===== src/rtl/uart_row_tx.sv =====
// Purpose: 8N1 UART transmitter that dumps one 16-character row (plus optional CR/LF) on request.
// Latency: first start bit FETCH_WAIT+1 clocks after start; each character costs FETCH_WAIT+10*DELAY_FRAMES+1 clocks.
// Backpressure: none; start is only sampled in IDLE, and requests made while busy are dropped, not queued.
//
// Ports:
//   clk       system clock
//   resetN    asynchronous active-low reset; abandons any dump, line returns high at once
//   start     request a row dump (sampled only when idle)
//   charByte  byte returned by the row block for charIndex (registered or combinational row)
//   charIndex character index presented to the row block; stable for a whole character
//   uartTx    serial line, registered, idles high
//   busy      high from the cycle after an accepted start until the done cycle
//   done      one-cycle pulse after the final stop bit
`timescale 1ns/1ps
module uart_row_tx #(
   parameter int DELAY_FRAMES = 234,
   parameter int FETCH_WAIT   = 2,
   parameter int APPEND_CRLF  = 1
) (
   input  logic       clk,
   input  logic       resetN,
   input  logic       start,
   input  logic [7:0] charByte,
   output logic [3:0] charIndex,
   output logic       uartTx,
   output logic       busy,
   output logic       done
);

   typedef enum logic [2:0] {
      S_IDLE,
      S_FETCH,
      S_START_BIT,
      S_DATA_BITS,
      S_STOP_BIT,
      S_NEXT
   } state_t;

   // Which byte source the current character comes from.
   typedef enum logic [1:0] {
      PH_CHAR,
      PH_CR,
      PH_LF
   } phase_t;

   localparam logic [15:0] BAUD_LAST  = 16'(DELAY_FRAMES - 1);
   localparam logic [3:0]  FETCH_LAST = 4'(FETCH_WAIT - 1);
   localparam logic        CRLF_EN    = (APPEND_CRLF != 0);

   state_t      state, state_d;
   phase_t      phase, phase_d;
   logic [3:0]  fetch_cnt, fetch_cnt_d;
   logic [15:0] baud_cnt, baud_cnt_d;
   logic [2:0]  bit_cnt, bit_cnt_d;
   logic [7:0]  shreg, shreg_d;
   logic [3:0]  index_d;
   logic        tx_d, busy_d, done_d;
   logic [7:0]  fetch_byte;
   logic        baud_last;

   assign baud_last = (baud_cnt == BAUD_LAST);

   // Terminator bytes replace the row data during the CR/LF phases.
   always_comb begin
      fetch_byte = charByte;
      case (phase)
         PH_CR:   fetch_byte = 8'd13;
         PH_LF:   fetch_byte = 8'd10;
         default: fetch_byte = charByte;
      endcase
   end

   // Next-state and next-output logic. uartTx is computed one cycle ahead
   // so the registered line changes exactly when the state does.
   always_comb begin
      state_d     = state;
      phase_d     = phase;
      fetch_cnt_d = fetch_cnt;
      baud_cnt_d  = baud_cnt;
      bit_cnt_d   = bit_cnt;
      shreg_d     = shreg;
      index_d     = charIndex;
      tx_d        = 1'b1;
      busy_d      = busy;
      done_d      = 1'b0;

      case (state)
         S_IDLE: begin
            if (start) begin
               index_d     = 4'd0;
               phase_d     = PH_CHAR;
               fetch_cnt_d = 4'd0;
               busy_d      = 1'b1;
               state_d     = S_FETCH;
            end
         end

         S_FETCH: begin
            if (fetch_cnt == FETCH_LAST) begin
               shreg_d    = fetch_byte;
               baud_cnt_d = 16'd0;
               tx_d       = 1'b0;
               state_d    = S_START_BIT;
            end else begin
               fetch_cnt_d = fetch_cnt + 4'd1;
            end
         end

         S_START_BIT: begin
            tx_d = 1'b0;
            if (baud_last) begin
               baud_cnt_d = 16'd0;
               bit_cnt_d  = 3'd0;
               tx_d       = shreg[0];
               state_d    = S_DATA_BITS;
            end else begin
               baud_cnt_d = baud_cnt + 16'd1;
            end
         end

         S_DATA_BITS: begin
            // shreg[0] is always the bit on the line; shift on each bit boundary.
            tx_d = shreg[0];
            if (baud_last) begin
               baud_cnt_d = 16'd0;
               if (bit_cnt == 3'd7) begin
                  tx_d    = 1'b1;
                  state_d = S_STOP_BIT;
               end else begin
                  shreg_d   = {1'b0, shreg[7:1]};
                  tx_d      = shreg[1];
                  bit_cnt_d = bit_cnt + 3'd1;
               end
            end else begin
               baud_cnt_d = baud_cnt + 16'd1;
            end
         end

         S_STOP_BIT: begin
            if (baud_last) begin
               baud_cnt_d = 16'd0;
               state_d    = S_NEXT;
            end else begin
               baud_cnt_d = baud_cnt + 16'd1;
            end
         end

         S_NEXT: begin
            fetch_cnt_d = 4'd0;
            // charIndex parks at 15 through CR/LF so it never wraps mid-dump.
            if ((charIndex != 4'd15) && (phase == PH_CHAR)) begin
               index_d = charIndex + 4'd1;
               state_d = S_FETCH;
            end else if (CRLF_EN && (phase == PH_CHAR)) begin
               phase_d = PH_CR;
               state_d = S_FETCH;
            end else if (phase == PH_CR) begin
               phase_d = PH_LF;
               state_d = S_FETCH;
            end else begin
               done_d  = 1'b1;
               busy_d  = 1'b0;
               state_d = S_IDLE;
            end
         end

         default: begin
            state_d = S_IDLE;
            busy_d  = 1'b0;
         end
      endcase
   end

   always_ff @(posedge clk or negedge resetN) begin
      if (!resetN) begin
         state     <= S_IDLE;
         phase     <= PH_CHAR;
         fetch_cnt <= 4'd0;
         baud_cnt  <= 16'd0;
         bit_cnt   <= 3'd0;
         shreg     <= 8'd0;
         charIndex <= 4'd0;
         uartTx    <= 1'b1;
         busy      <= 1'b0;
         done      <= 1'b0;
      end else begin
         state     <= state_d;
         phase     <= phase_d;
         fetch_cnt <= fetch_cnt_d;
         baud_cnt  <= baud_cnt_d;
         bit_cnt   <= bit_cnt_d;
         shreg     <= shreg_d;
         charIndex <= index_d;
         uartTx    <= tx_d;
         busy      <= busy_d;
         done      <= done_d;
      end
   end

endmodule

===== config.mk =====
export PLATFORM = sky130hd
export DESIGN_NAME = uart_row_tx
export DESIGN_NICKNAME = d
export VERILOG_FILES = /design/src/rtl/uart_row_tx.sv
export SDC_FILE = /design/constraint.sdc
export NUM_CORES = 1
export LEC_CHECK = 0
export CAP_MARGIN = 15
export CORE_UTILIZATION = 44
export DETAILED_ROUTE_END_ITERATION = 6
export PLACE_DENSITY = 0.66
export SLEW_MARGIN = 20
export SYNTH_ARGS = -nofsm -noshare
export SYNTH_HDL_FRONTEND = slang
export SYNTH_SLANG_ARGS = --single-unit

===== constraint.sdc =====
create_clock -name clk -period 1.85 [get_ports clk]
set_input_delay 0.4625 -clock clk [delete_from_list [all_inputs] [get_ports clk]]
set_output_delay 0.4625 -clock clk [all_outputs]
set_load 0.1 [all_outputs]

==> implementation parameters, run 1 <==
Parameter                              Value

Cells and area
  Fin cells ... 392
  Final #Nets ... around 340
  Area added between synthesis and finish ... 31.0%
  Count of antenna diodes in the layout ... 0
  Final standard cell area without fillers ... roughly 3200 um2
  Final core utilization ... 0.614
  Filler cell count ... between 400 and 500
  Share of post-route cells with drive strength above 1 ... 0.261

Placement
  Half-perimeter wire length of the detailed placement result ... just under 4000 um
  Input/output buffers ... 17
  Number of cells after detailed placement ... about 380
  Cell area after placement ... approximately 3100 um2
  Final estimated routing congestion in global placement ... 0.829
  Place WS ... -0.247 ns

GRT
  Initial antenna violation count ... 0
  Number of global-route vias before repair ... between 2000 and 2500
  Global-route total usage across every layer ... 0.211
  Maximum number of pins on one net before global-route repair ... 44
  Global-route wire length before repair ... about 10000 um
  Remaining global-route overflow ... 0

Yosys
  Arithmetic-cell share of the synthesized area counting full adders, half adders and majority gates ... 0.0506
  Top post-synthesis cells by area ... dfrtp_1 (43%), ha_1 (5.1%), o21ai_0 (4.5%), nand2_1 (3.8%), nand3_1 (3.0%)
  Fraction of synthesis flops using an asynchronous set or reset pin ... 1.00
  Number of distinct library cells after synthesis ... 57
  Top cell type's share of synthesized area ... 0.425
  Number of synthesized flops with an enable pin ... 0
  Yosys warning count ... 0
  Sequential fraction of the synthesis area ... 0.436
  Synth area leader ... dfrtp_1
  #FFs+latches synth ... between 40 and 50
  Mean area per synthesized cell ... ~9.4 um2
  Largest family of logic cells by synthesized area ... simple AND/OR/NAND/NOR gates
  Number of instances in the synthesized netlist ... between 200 and 300
  List of most frequent post-synthesis cells ... dfrtp_1 (42), nand2_1 (25), o21ai_0 (22)
  Dominant cell by count in the synthesized netlist ... dfrtp_1
  Synth Area in Simple Gates ... 0.236
  XOR/XNOR share of the synthesized area ... 0.0354
  Net count after synthesis ... around 290
  Fraction of the mapped netlist area in compound gates ... 0.194
  Leading register cell type out of synthesis ... dfrtp_1
  Portion of netlist area occupied by mux cells ... 0.00861
  Post-synthesis instance area ... 2470 um2

Die
  Width of the die ... a little under 80 um
  # rows ... 26
  Total die area ... around 5900 um2
  Core Footprint ... approximately 5300 um2
  IO Pins ... 18
  Die height ... 76.9 um
  Starting density of the core ... 0.469

Detailed routing
  Mean number of vias per cell ... 5.50
  Post-route DRC violation count ... 0
  Detailed-route wire length per cell ... 14.1 um
  DRT Pass-1 Iters ... 4
  Number of nets still failing antenna checks after routing ... 0
  Routed Wire Length ... 5540 um
  Total vias in the final route ... between 2000 and 2500
  Initial DRC Count ... between 100 and 150

Clock tree
  TritonCTS clock tree ... yes
  CTS H-tree depth ... 2
  Number of buffers inserted during clock tree synthesis ... 5
  Clock latency of the later-clocked register in the worst-skew pair ... between 0.3 and 0.4 ns
  CTS sink cnt ... 43
  Post-CTS Hold Buffers ... 0
  Post-CTS clock slew at the launch and capture registers of the worst setup and hold paths ... 0.09 ns
  Cell at the root of the clock tree ... clkbuf_8
  Buffer depth of the longest clock path ... 2

STA
  Tightest slew margin relative to the limit ... 0.630
  Setup tns final ... 0 ns
  Timing-limited maximum frequency ... about 560 MHz
  Fin. Hold Viols ... 0
  Final Critical Period ... around 1.8 ns
  Maximum clock skew at final layout ... between 0.01 and 0.015 ns
  Smallest setup slack after layout ... roughly 0.06 ns
  Final setup violation count ... 0
  Fraction of the cycle the final worst path needs ... 0.967
  RSZ-0062 raised after global routing ... true
  Least-Margin Pin Slew ... approximately 0.55 ns
  Final-report max-slew violation count ... 0

Setup path
  Worst path max stage delay ... between 0.3 and 0.4 ns
  Highest-delay cell along the critical path ... dfrtp_1
  CP max FO ... 10
  Worst-path cell chain ... inv_1, ha_1, nor4b_4, and4_4, buf_12, buf_4, a31oi_1, a211o_1
  Path type of the worst setup path ... reg -> reg
  Crit path arrival time ... between 1.5 and 2 ns
  Sort of element at the end of the critical path ... flop
  Required time at the endpoint of the critical path ... just over 2 ns
  Kind of start point of the critical path ... flop

Job
  Reported max-cap violation count ... 0

Status
  Result of the run ... completed

Power
  Leak ... between 1 and 1.5 nW
  Largest vdd supply drop ... 0.658 mV
  Pwr Density ... roughly 1200 nW/um2

Min path
  Min-Delay Path Class ... in -> async
[flip-flops by register name (all words and copies together) (netlist names)]
name and count:
bit_cnt 3, shreg 8, charIndex 4, uartTx 1, fetch_cnt 4, busy 1
done 1, phase 2, state 3, baud_cnt 16
[stage by stage]
stage / hold WS, ns / total power, mW
4_1_cts: 0.129 / 3.72
3_3_place_gp: 0.458 / 3.06
6_report: 0.124 / 3.81
5_1_grt: 0.140 / 4.07
3_5_place_dp: 0.460 / 3.10
2_1_floorplan: 0.167 / 2.42
[critical path, delay by kind of cell, from the launching register on]
family	cells	cell delay [ns]
buf+inv	3	0.34
fa+ha+maj	1	0.15
simple gates	2	0.51
flops	1	0.38
compound gates	2	0.31
[cells in the final DEF, fill, tap and decap left out, types with 4 or more instances in the layout]
cell             Yosys  routed
dfrtp_1             42      40
inv_1                9       9
o2bb2ai_1            4       4
buf_12               0       9
nor3_1               5       4
ha_1                10      10
xor2_1               4       4
a31oi_1              7       7
buf_4                0      42
o21ai_0             22      20
clkdlybuf4s50_1      0       9
a21oi_1             13      13
nor2_1              20      20
nand3_1             15      14
nand2_1             25      25
and3_1               4       4
clkbuf_8             0       5
xnor2_1              6       6
[area by class of cell]
class                   instances  area [um2]  share of cell area
clock inverters                 3        15.0             0.00464
inverters                       9        33.8              0.0104
flip-flops and latches         43        1080               0.333
repair buffers                 61         591               0.182
well taps                      70        87.6              0.0270
clock buffers                   5        68.8              0.0213
multi-input cells             201        1360               0.421
[power breakdown]
| part | internal, mW | total (mW) | leakage, nW | switching [mW] |
|---|---|---|---|---|
| clock network | 0.259 | 0.608 | 0.0477 | 0.349 |
| logic | 0.914 | 1.91 | 0.833 | 0.993 |
| registers | 1.15 | 1.30 | 0.547 | 0.150 |
| total | 2.32 | 3.81 | 1.43 | 1.49 |
[logic make-up (layout without fill, tap and decap cells)]
family | count (synthesis) | after routing
AO/OA/AOI/OAI | 74 | 74
adder cells (fa/ha/maj) | 10 | 10
flip-flops | 43 | 43
multiplexers | 2 | 2
XOR/XNOR | 10 | 10
buffers and inverters | 20 | 78
AND/OR/NAND/NOR | 105 | 105
[what timing repair did]
| action | in CTS | in global routing |
|---|---|---|
| setup endpoints to repair | 18 | 16 |
| buffers inserted | 0 | 1 |
| pin swaps | 1 | 3 |
| resized for setup | 5 | 11 |
[path summary, 6_finish.rpt]
check | start | slack [ns] | cells past startpoint | end
hold / removal | resetN | 0.12 | 2 | busy
min in group clk | shreg[5] | 0.51 | 1 | shreg[5]
setup / recovery | baud_cnt[1] | 0.06 | 8 | state[0]
setup reg to reg | baud_cnt[1] | 0.06 | 8 | state[0]
hold reg to reg | shreg[5] | 0.51 | 1 | shreg[5]
max in group asynchronous | resetN | 1.46 | 2 | uartTx
[per-layer routing]
metal  global-route usage  vias to the layer above  share of wire
met1                0.285                     1031           0.50
met5                    0                        -              0
met2                0.328                       35           0.44
met4               0.0788                        0          0.016
met3               0.0476                        8          0.036
li1                     -                     1081              -
Note: power is estimated with default switching activity, not from simulation.
==> run 2: changes to the inputs <==
Settings changed: CORE_UTILIZATION 44 to 43, PLACE_DENSITY 0.66 to 0.65.
==> run 2 against run 1 <==
Compared with the run above: worst setup slack gained 0.0075 ns; maximum frequency grew 0.42%; clock skew shrank 0.0061 ns; core utilization shrank 2.7 points; final cell count shrank 0.51%; sequential power is essentially flat; via count shrank 0.88%.
==> implementation parameters, run 2 (synthesized netlist as in run 1, its figures left out) <==
Parameter                              Value

Cells and area
  Top register by number of flip-flops ... baud_cnt
  Most common cell after layout, fill and taps aside ... dfrtp_1
  Most used cells in the layout excluding fill and tap cells ... dfrtp_1 (40), buf_4 (38), nand2_1 (25)
  Registers with the most flip-flops ... baud_cnt: 16 flops, shreg: 8 flops
  Largest register FFs ... 16 (unchanged)
  Fin cells ... 390 (-0.51%)
  Count of antenna diodes in the layout ... 0 (unchanged)
  Final #Nets ... 338 (-1.2%)
  Filler cell count ... 488 (+3.4%)
  Share of post-route cells with drive strength above 1 ... 0.255 (-0.00615)
  Area added between synthesis and finish ... 31.0% (about the same)

STA
  Timing-limited maximum frequency ... 561 MHz (+0.42%)
  Final setup violation count ... 0 (unchanged)
  Final-report max-slew violation count ... 0 (unchanged)
  Smallest setup slack after layout ... 0.0679 ns (+0.00749 ns)
  Final Critical Period ... 1.78 ns (-0.00749 ns)
  Least-Margin Pin Slew ... 0.369 ns (-0.185 ns)
  Tightest slew margin relative to the limit ... 0.754 (+0.124)
  Fraction of the cycle the final worst path needs ... 0.963 (-0.00405)
  RSZ-0062 raised after global routing ... true
  Maximum clock skew at final layout ... 0.00529 ns (-0.00610 ns)
  Fin. Hold Viols ... 0 (unchanged)

GRT
  Initial antenna violation count ... 0 (unchanged)
  Global-route wire length before repair ... 9390 um (-5.3%)
  Remaining global-route overflow ... 0 (unchanged)
  Global-route total usage across every layer ... 0.195 (-0.0157)
  Maximum number of pins on one net before global-route repair ... 26 (-41%)
  Number of global-route vias before repair ... 2044 (-6.1%)

Setup path
  Required time at the endpoint of the critical path ... 2.02 ns (-0.03 ns)
  Sort of element at the end of the critical path ... flop
  Kind of start point of the critical path ... flop
  Reg-to-reg critical path endpoint ... charIndex[2]
  Reg-to-Reg Start ... state[1]
  R2r setup slk ... 0.07 ns (about the same)
  Path type of the worst setup path ... reg -> reg
  Crit path arrival time ... 1.96 ns (-0.03 ns)
  CP max FO ... 9 (-1)
  Worst Reg-to-Reg Cells ... 6 (-2)

Die
  Starting density of the core ... 0.449 (-0.0201)
  Total die area ... 6050 um2 (+2.3%)
  IO Pins ... 18 (unchanged)
  Core Footprint ... 5510 um2 (+4.5%)
  # rows ... 27 (+3.8%)
  Die height ... 77.8 um (+1.1%)
  Width of the die ... 77.8 um (+1.1%)

Detailed routing
  Number of nets still failing antenna checks after routing ... 0 (unchanged)
  DRT Pass-1 Iters ... 4 (unchanged)
  Initial DRC Count ... 126 (-13%)
  Post-route DRC violation count ... 0 (unchanged)
  Mean number of vias per cell ... 5.48 (-0.37%)
  Routed Wire Length ... 5430 um (-2.0%)
  Total vias in the final route ... 2136 (-0.88%)
  Detailed-route wire length per cell ... 13.9 um (-1.5%)

Clock tree
  Buffer depth of the longest clock path ... 2 (unchanged)
  Post-CTS clock slew at the launch and capture registers of the worst setup and hold paths ... 0.08 ns (about the same)
  Clock latency of the later-clocked register in the worst-skew pair ... 0.30 ns (about the same)
  CTS sink cnt ... 43 (unchanged)
  TritonCTS clock tree ... yes
  CTS H-tree depth ... 2 (unchanged)
  Number of buffers inserted during clock tree synthesis ... 5 (unchanged)
  Cell at the root of the clock tree ... clkbuf_8

Power
  Sequential fraction of design power ... 0.336 (-0.004)
  Switching Fraction ... 0.379 (-0.0129)
  Psw ... 1.47 mW (-1.2%)
  Largest vdd supply drop ... 0.746 mV (+13%)
  Leak ... 1.42 nW (-0.44%)
  Pwr Density ... 1200 nW/um2 (+2.2%)
  Logic gate share of total power ... 0.491 (-0.009)
  Proportion of power drawn by the clock network ... 0.173 (+0.013)
  Cell-internal power ... 2.42 mW (+4.3%)

Min path
  Min-Delay Path Class ... in -> async

Job
  Reported max-cap violation count ... 0 (unchanged)

Status
  Result of the run ... completed

Placement
  Input/output buffers ... 17 (unchanged)
  Number of cells after detailed placement ... 381 (-0.52%)
  Half-perimeter wire length of the detailed placement result ... 3890 um (-1.8%)
  Place WS ... -0.228 ns (+0.0197 ns)
  Final estimated routing congestion in global placement ... 0.837 (+1.1%)
==> run 2: cell count changes in the layout (fill, tap and decap cells not counted), sizes merged <==
cell,delta
buf,-4
clkbuf,+3
clkinv,-3
==> run 2: metal layers <==
| layer | track usage | wire length, um | up-vias | share of wire |
|---|---|---|---|---|
| met3 | 0.0388 | 147 | 7 | 0.027 |
| li1 | - | - | 1070 | - |
| met5 | 0 | 0 | - | 0 |
| met1 | 0.286 | 2810 | 1033 | 0.52 |
| met2 | 0.289 | 2420 | 26 | 0.44 |
| met4 | 0.0566 | 52 | 0 | 0.0096 |
==> run 2: metrics by stage <==
stage          cell area (um2)  utilization  power, mW  setup TNS, ns  hold slack (ns)
2_1_floorplan             2470            -       2.42              0            0.167
3_3_place_gp              3060        0.555       3.09          -1.31            0.450
3_5_place_dp              3060        0.555       3.11          -2.21            0.460
4_1_cts                   3170        0.575       3.80              0            0.135
5_1_grt                   3240        0.588       4.18         -0.136            0.140
6_report                  3240        0.588       3.89              0            0.125
==> run 2: power groups by stage <==
stage	Sequential [mW]	Combinational (mW)	Clock, mW
floorplan	1.40	1.02	0
global route	1.34	2.11	0.727
global placement	1.32	1.77	0
CTS	1.30	1.82	0.686
finish	1.31	1.91	0.673
detailed placement	1.32	1.79	0
==> run 2: how the worst max path moves through the flow <==
stage / cells after the start / start / slack, ns / endpoint
finish: 6 / state[1] / 0.07 / charIndex[2]
global route: 9 / baud_cnt[1] / -0.03 / state[0]
CTS: 7 / fetch_cnt[1] / 0.01 / shreg[7]
detailed placement: 6 / start / -0.23 / charIndex[2]
global placement: 7 / start / -0.18 / phase[1]
floorplan: 5 / charIndex[2] / 0.01 / charIndex[2]
==> run 2: layout make-up <==
class	count	area, um2	share of cell area
Clock buffer	8	100	0.0309
Inverter	9	33.8	0.0104
Multi-Input combinational cell	201	1370	0.424
Sequential cell	43	1080	0.334
Tap cell	72	90.1	0.0278
Timing Repair Buffer	57	561	0.173
==> run 2: repair_timing <==
| item | 4_1_cts | 5_1_grt |
|---|---|---|
| gates resized for setup | 4 | 14 |
| gates cloned | 0 | 0 |
| hold buffers | 0 | 0 |
| pin swaps | 1 | 2 |
| buffers inserted | 0 | 1 |
| setup endpoints to repair | 22 | 23 |
==> run 2: worst max-delay path: stages, from the launching register on <==
cell,delay (ns)
dfrtp_1,0.47
buf_12,0.17
or3b_2,0.51
nor2_4,0.14
nor2_1,0.10
o21ai_0,0.17
o21ai_0,0.11
==> run 3: changes to the inputs <==
Settings changed: CORE_ASPECT_RATIO set to 1.75.
==> run 3 against run 2 <==
Compared with the run above: count of clock-buffer cells in the layout down 1; cell area grew 4.6%; worst hold slack got worse by 0.043 ns; register-to-register slack worse by 0.07 ns; final cell count grew 5.1%; wire length is 10% higher; non-clock buffer count is 16 higher; via count is 4.3% higher; clock skew increased by 0.0042 ns; combinational power is 11% higher; power is 4.4% higher; critical path depth up 2; largest cell class unchanged.
==> implementation parameters, run 3 (synthesized netlist as in run 1, its figures left out) <==
Parameter                              Value

Cells and area
  Most used cells in the layout excluding fill and tap cells ... buf_4 (51), dfrtp_1 (39), nand2_1 (25)
  Share of post-route cells with drive strength above 1 ... 0.308 (+0.0537)
  Multi-input combinational cell area ... 1410 um2 (+2.8%)
  Largest register FFs ... 16 (unchanged)
  Most common cell after layout, fill and taps aside ... buf_4
  Final core utilization ... 0.611 (+0.0235)
  Filler cell count ... 485 (-0.61%)
  Count of antenna diodes in the layout ... 0 (unchanged)
  Final #Nets ... 354 (+4.7%)
  Top register by number of flip-flops ... baud_cnt
  Registers with the most flip-flops ... baud_cnt: 16 flops, shreg: 8 flops
  Area added between synthesis and finish ... 37.1%
  Flip-flop and latch area ... 1080 um2 (+0.12%)

Setup path
  Reg-to-Reg Start ... fetch_cnt[1]
  Worst Reg-to-Reg Cells ... 8 (+2)
  Path type of the worst setup path ... reg -> reg
  Kind of start point of the critical path ... flop
  Reg-to-reg critical path endpoint ... shreg[7]
  Required time at the endpoint of the critical path ... 2.08 ns (+0.06 ns)
  Sort of element at the end of the critical path ... flop
  Crit path capture ... shreg[7]
  Crit path arrival time ... 2.08 ns (+0.12 ns)
  Startpoint of the worst setup timing path ... fetch_cnt[1]
  CP max FO ... 4 (-5)
  R2r setup slk ... 0.003 ns (-0.07 ns)

Die
  Die height ... 102 um (+31%)
  Total die area ... 6070 um2 (+0.20%)
  Starting density of the core ... 0.446 (-0.00274)
  Width of the die ... 59.3 um (-24%)
  IO Pins ... 18 (unchanged)
  Core Footprint ... 5540 um2 (+0.61%)
  # rows ... 36 (+33%)

STA
  Fin. Hold Viols ... 0 (unchanged)
  Maximum clock skew at final layout ... 0.00953 ns (+0.00425 ns)
  Final-report max-slew violation count ... 0 (unchanged)
  Timing-limited maximum frequency ... 541 MHz (-3.5%)
  Fraction of the cycle the final worst path needs ... 0.998 (+0.0352)
  Final setup violation count ... 0 (unchanged)
  Least-Margin Pin Slew ... 0.390 ns (+0.0217 ns)
  RSZ-0062 raised after global routing ... true
  Final Critical Period ... 1.85 ns (+0.0650 ns)
  Tightest slew margin relative to the limit ... 0.740 (-0.0142)

Placement
  Input/output buffers ... 17 (unchanged)
  Half-perimeter wire length of the detailed placement result ... 4470 um (+15%)
  Final estimated routing congestion in global placement ... 0.778 (-7.1%)

Clock tree
  CTS sink cnt ... 43 (unchanged)
  CTS H-tree depth ... 2 (unchanged)
  Number of buffers inserted during clock tree synthesis ... 5 (unchanged)
  Clock latency of the later-clocked register in the worst-skew pair ... 0.30 ns (about the same)
  TritonCTS clock tree ... yes
  Buffer depth of the longest clock path ... 2 (unchanged)
  Cell at the root of the clock tree ... clkbuf_8
  Post-CTS clock slew at the launch and capture registers of the worst setup and hold paths ... 0.08 ns (about the same)

Status
  Result of the run ... completed

Power
  Pwr Density ... 1200 nW/um2 (-0.23%)
  Largest vdd supply drop ... 0.683 mV (-8.5%)
  Final Power ... 4.06 mW (+4.4%)
  Leak ... 1.49 nW (+4.8%)

Job
  Reported max-cap violation count ... 0 (unchanged)

Detailed routing
  Mean number of vias per cell ... 5.43 (-0.78%)
  Detailed-route wire length per cell ... 14.6 um (+5.1%)
  Routed Wire Length ... 6000 um (+10%)
  Post-route DRC violation count ... 0 (unchanged)
  DRT Pass-1 Iters ... 4 (unchanged)
  Initial DRC Count ... 62 (-51%)
  Total vias in the final route ... 2228 (+4.3%)
  Number of nets still failing antenna checks after routing ... 0 (unchanged)

GRT
  Number of global-route vias before repair ... 2231 (+9.1%)
  Global-route total usage across every layer ... 0.220 (+0.0252)
  Maximum number of pins on one net before global-route repair ... 18 (-31%)
  Initial antenna violation count ... 0 (unchanged)
  Global-route wire length before repair ... 10000 um (+6.6%)
  Remaining global-route overflow ... 0 (unchanged)

Min path
  Min-Delay Path Class ... in -> async
-- run 3: area by class of cell --
class / instances / share of cell area
Multi-Input combinational cell: 201 / 0.417
Sequential cell: 43 / 0.319
Timing Repair Buffer: 73 / 0.199
Tap cell: 76 / 0.0281
Clock buffer: 7 / 0.0255
Inverter: 9 / 0.00997
Clock inverter: 1 / 0.00148
-- run 3: repair_timing --
| item | in CTS | in global routing |
|---|---|---|
| hold buffers | 0 | 0 |
| gates resized for setup | 11 | 22 |
| endpoints found under the hold margin | 0 | 0 |
| setup buffers | 6 | 3 |
| pin swaps | 4 | 5 |
| gates cloned | 0 | 0 |
| endpoints found under the setup margin | 29 | 17 |
-- run 3: power breakdown --
part / total [mW] / switching (mW) / internal (mW)
registers: 1.32 / 0.176 / 1.15
logic: 2.12 / 1.07 / 1.06
clock network: 0.621 / 0.319 / 0.302
-- run 3: worst min path at each step --
stage,start,end,cells after the start
final,resetN,shreg[6],1
after global routing,resetN,shreg[6],1
after CTS,resetN,phase[1],1
after detailed placement,resetN,shreg[6],1
after global placement,resetN,baud_cnt[10],1
after floorplan,resetN,baud_cnt[0],0
-- run 3: worst max-delay path: stages (launching register included) --
cell and delay [ns]:
dfrtp_1 0.38, inv_1 0.05, ha_1 0.15, or3b_4 0.40
mux2i_2 0.23, and2_4 0.22, buf_4 0.10, buf_4 0.10
a32o_1 0.14
-- run 3: layer usage --
metal,up-vias,part of all wire,wire (um),track usage
met5,-,0,0,0
met2,31,0.58,3450,0.430
met1,1092,0.38,2300,0.226
li1,1098,-,-,-
met3,7,0.021,127,0.0342
met4,0,0.019,116,0.0788
-- run 3: per-stage QoR --
step | hold WS, ns | area, um2 | setup TNS [ns] | cells | setup WS [ns]
floorplan | 0.167 | 2470 | 0 | 264 | 0.0136
global placement | 0.406 | 3100 | -1.38 | 393 | -0.225
detailed placement | 0.412 | 3100 | -2.53 | 393 | -0.244
CTS | 0.0917 | 3270 | -0.0111 | 407 | -0.0111
global route | 0.0961 | 3390 | -0.349 | 410 | -0.0767
finish | 0.0820 | 3390 | 0 | 410 | 0.00283
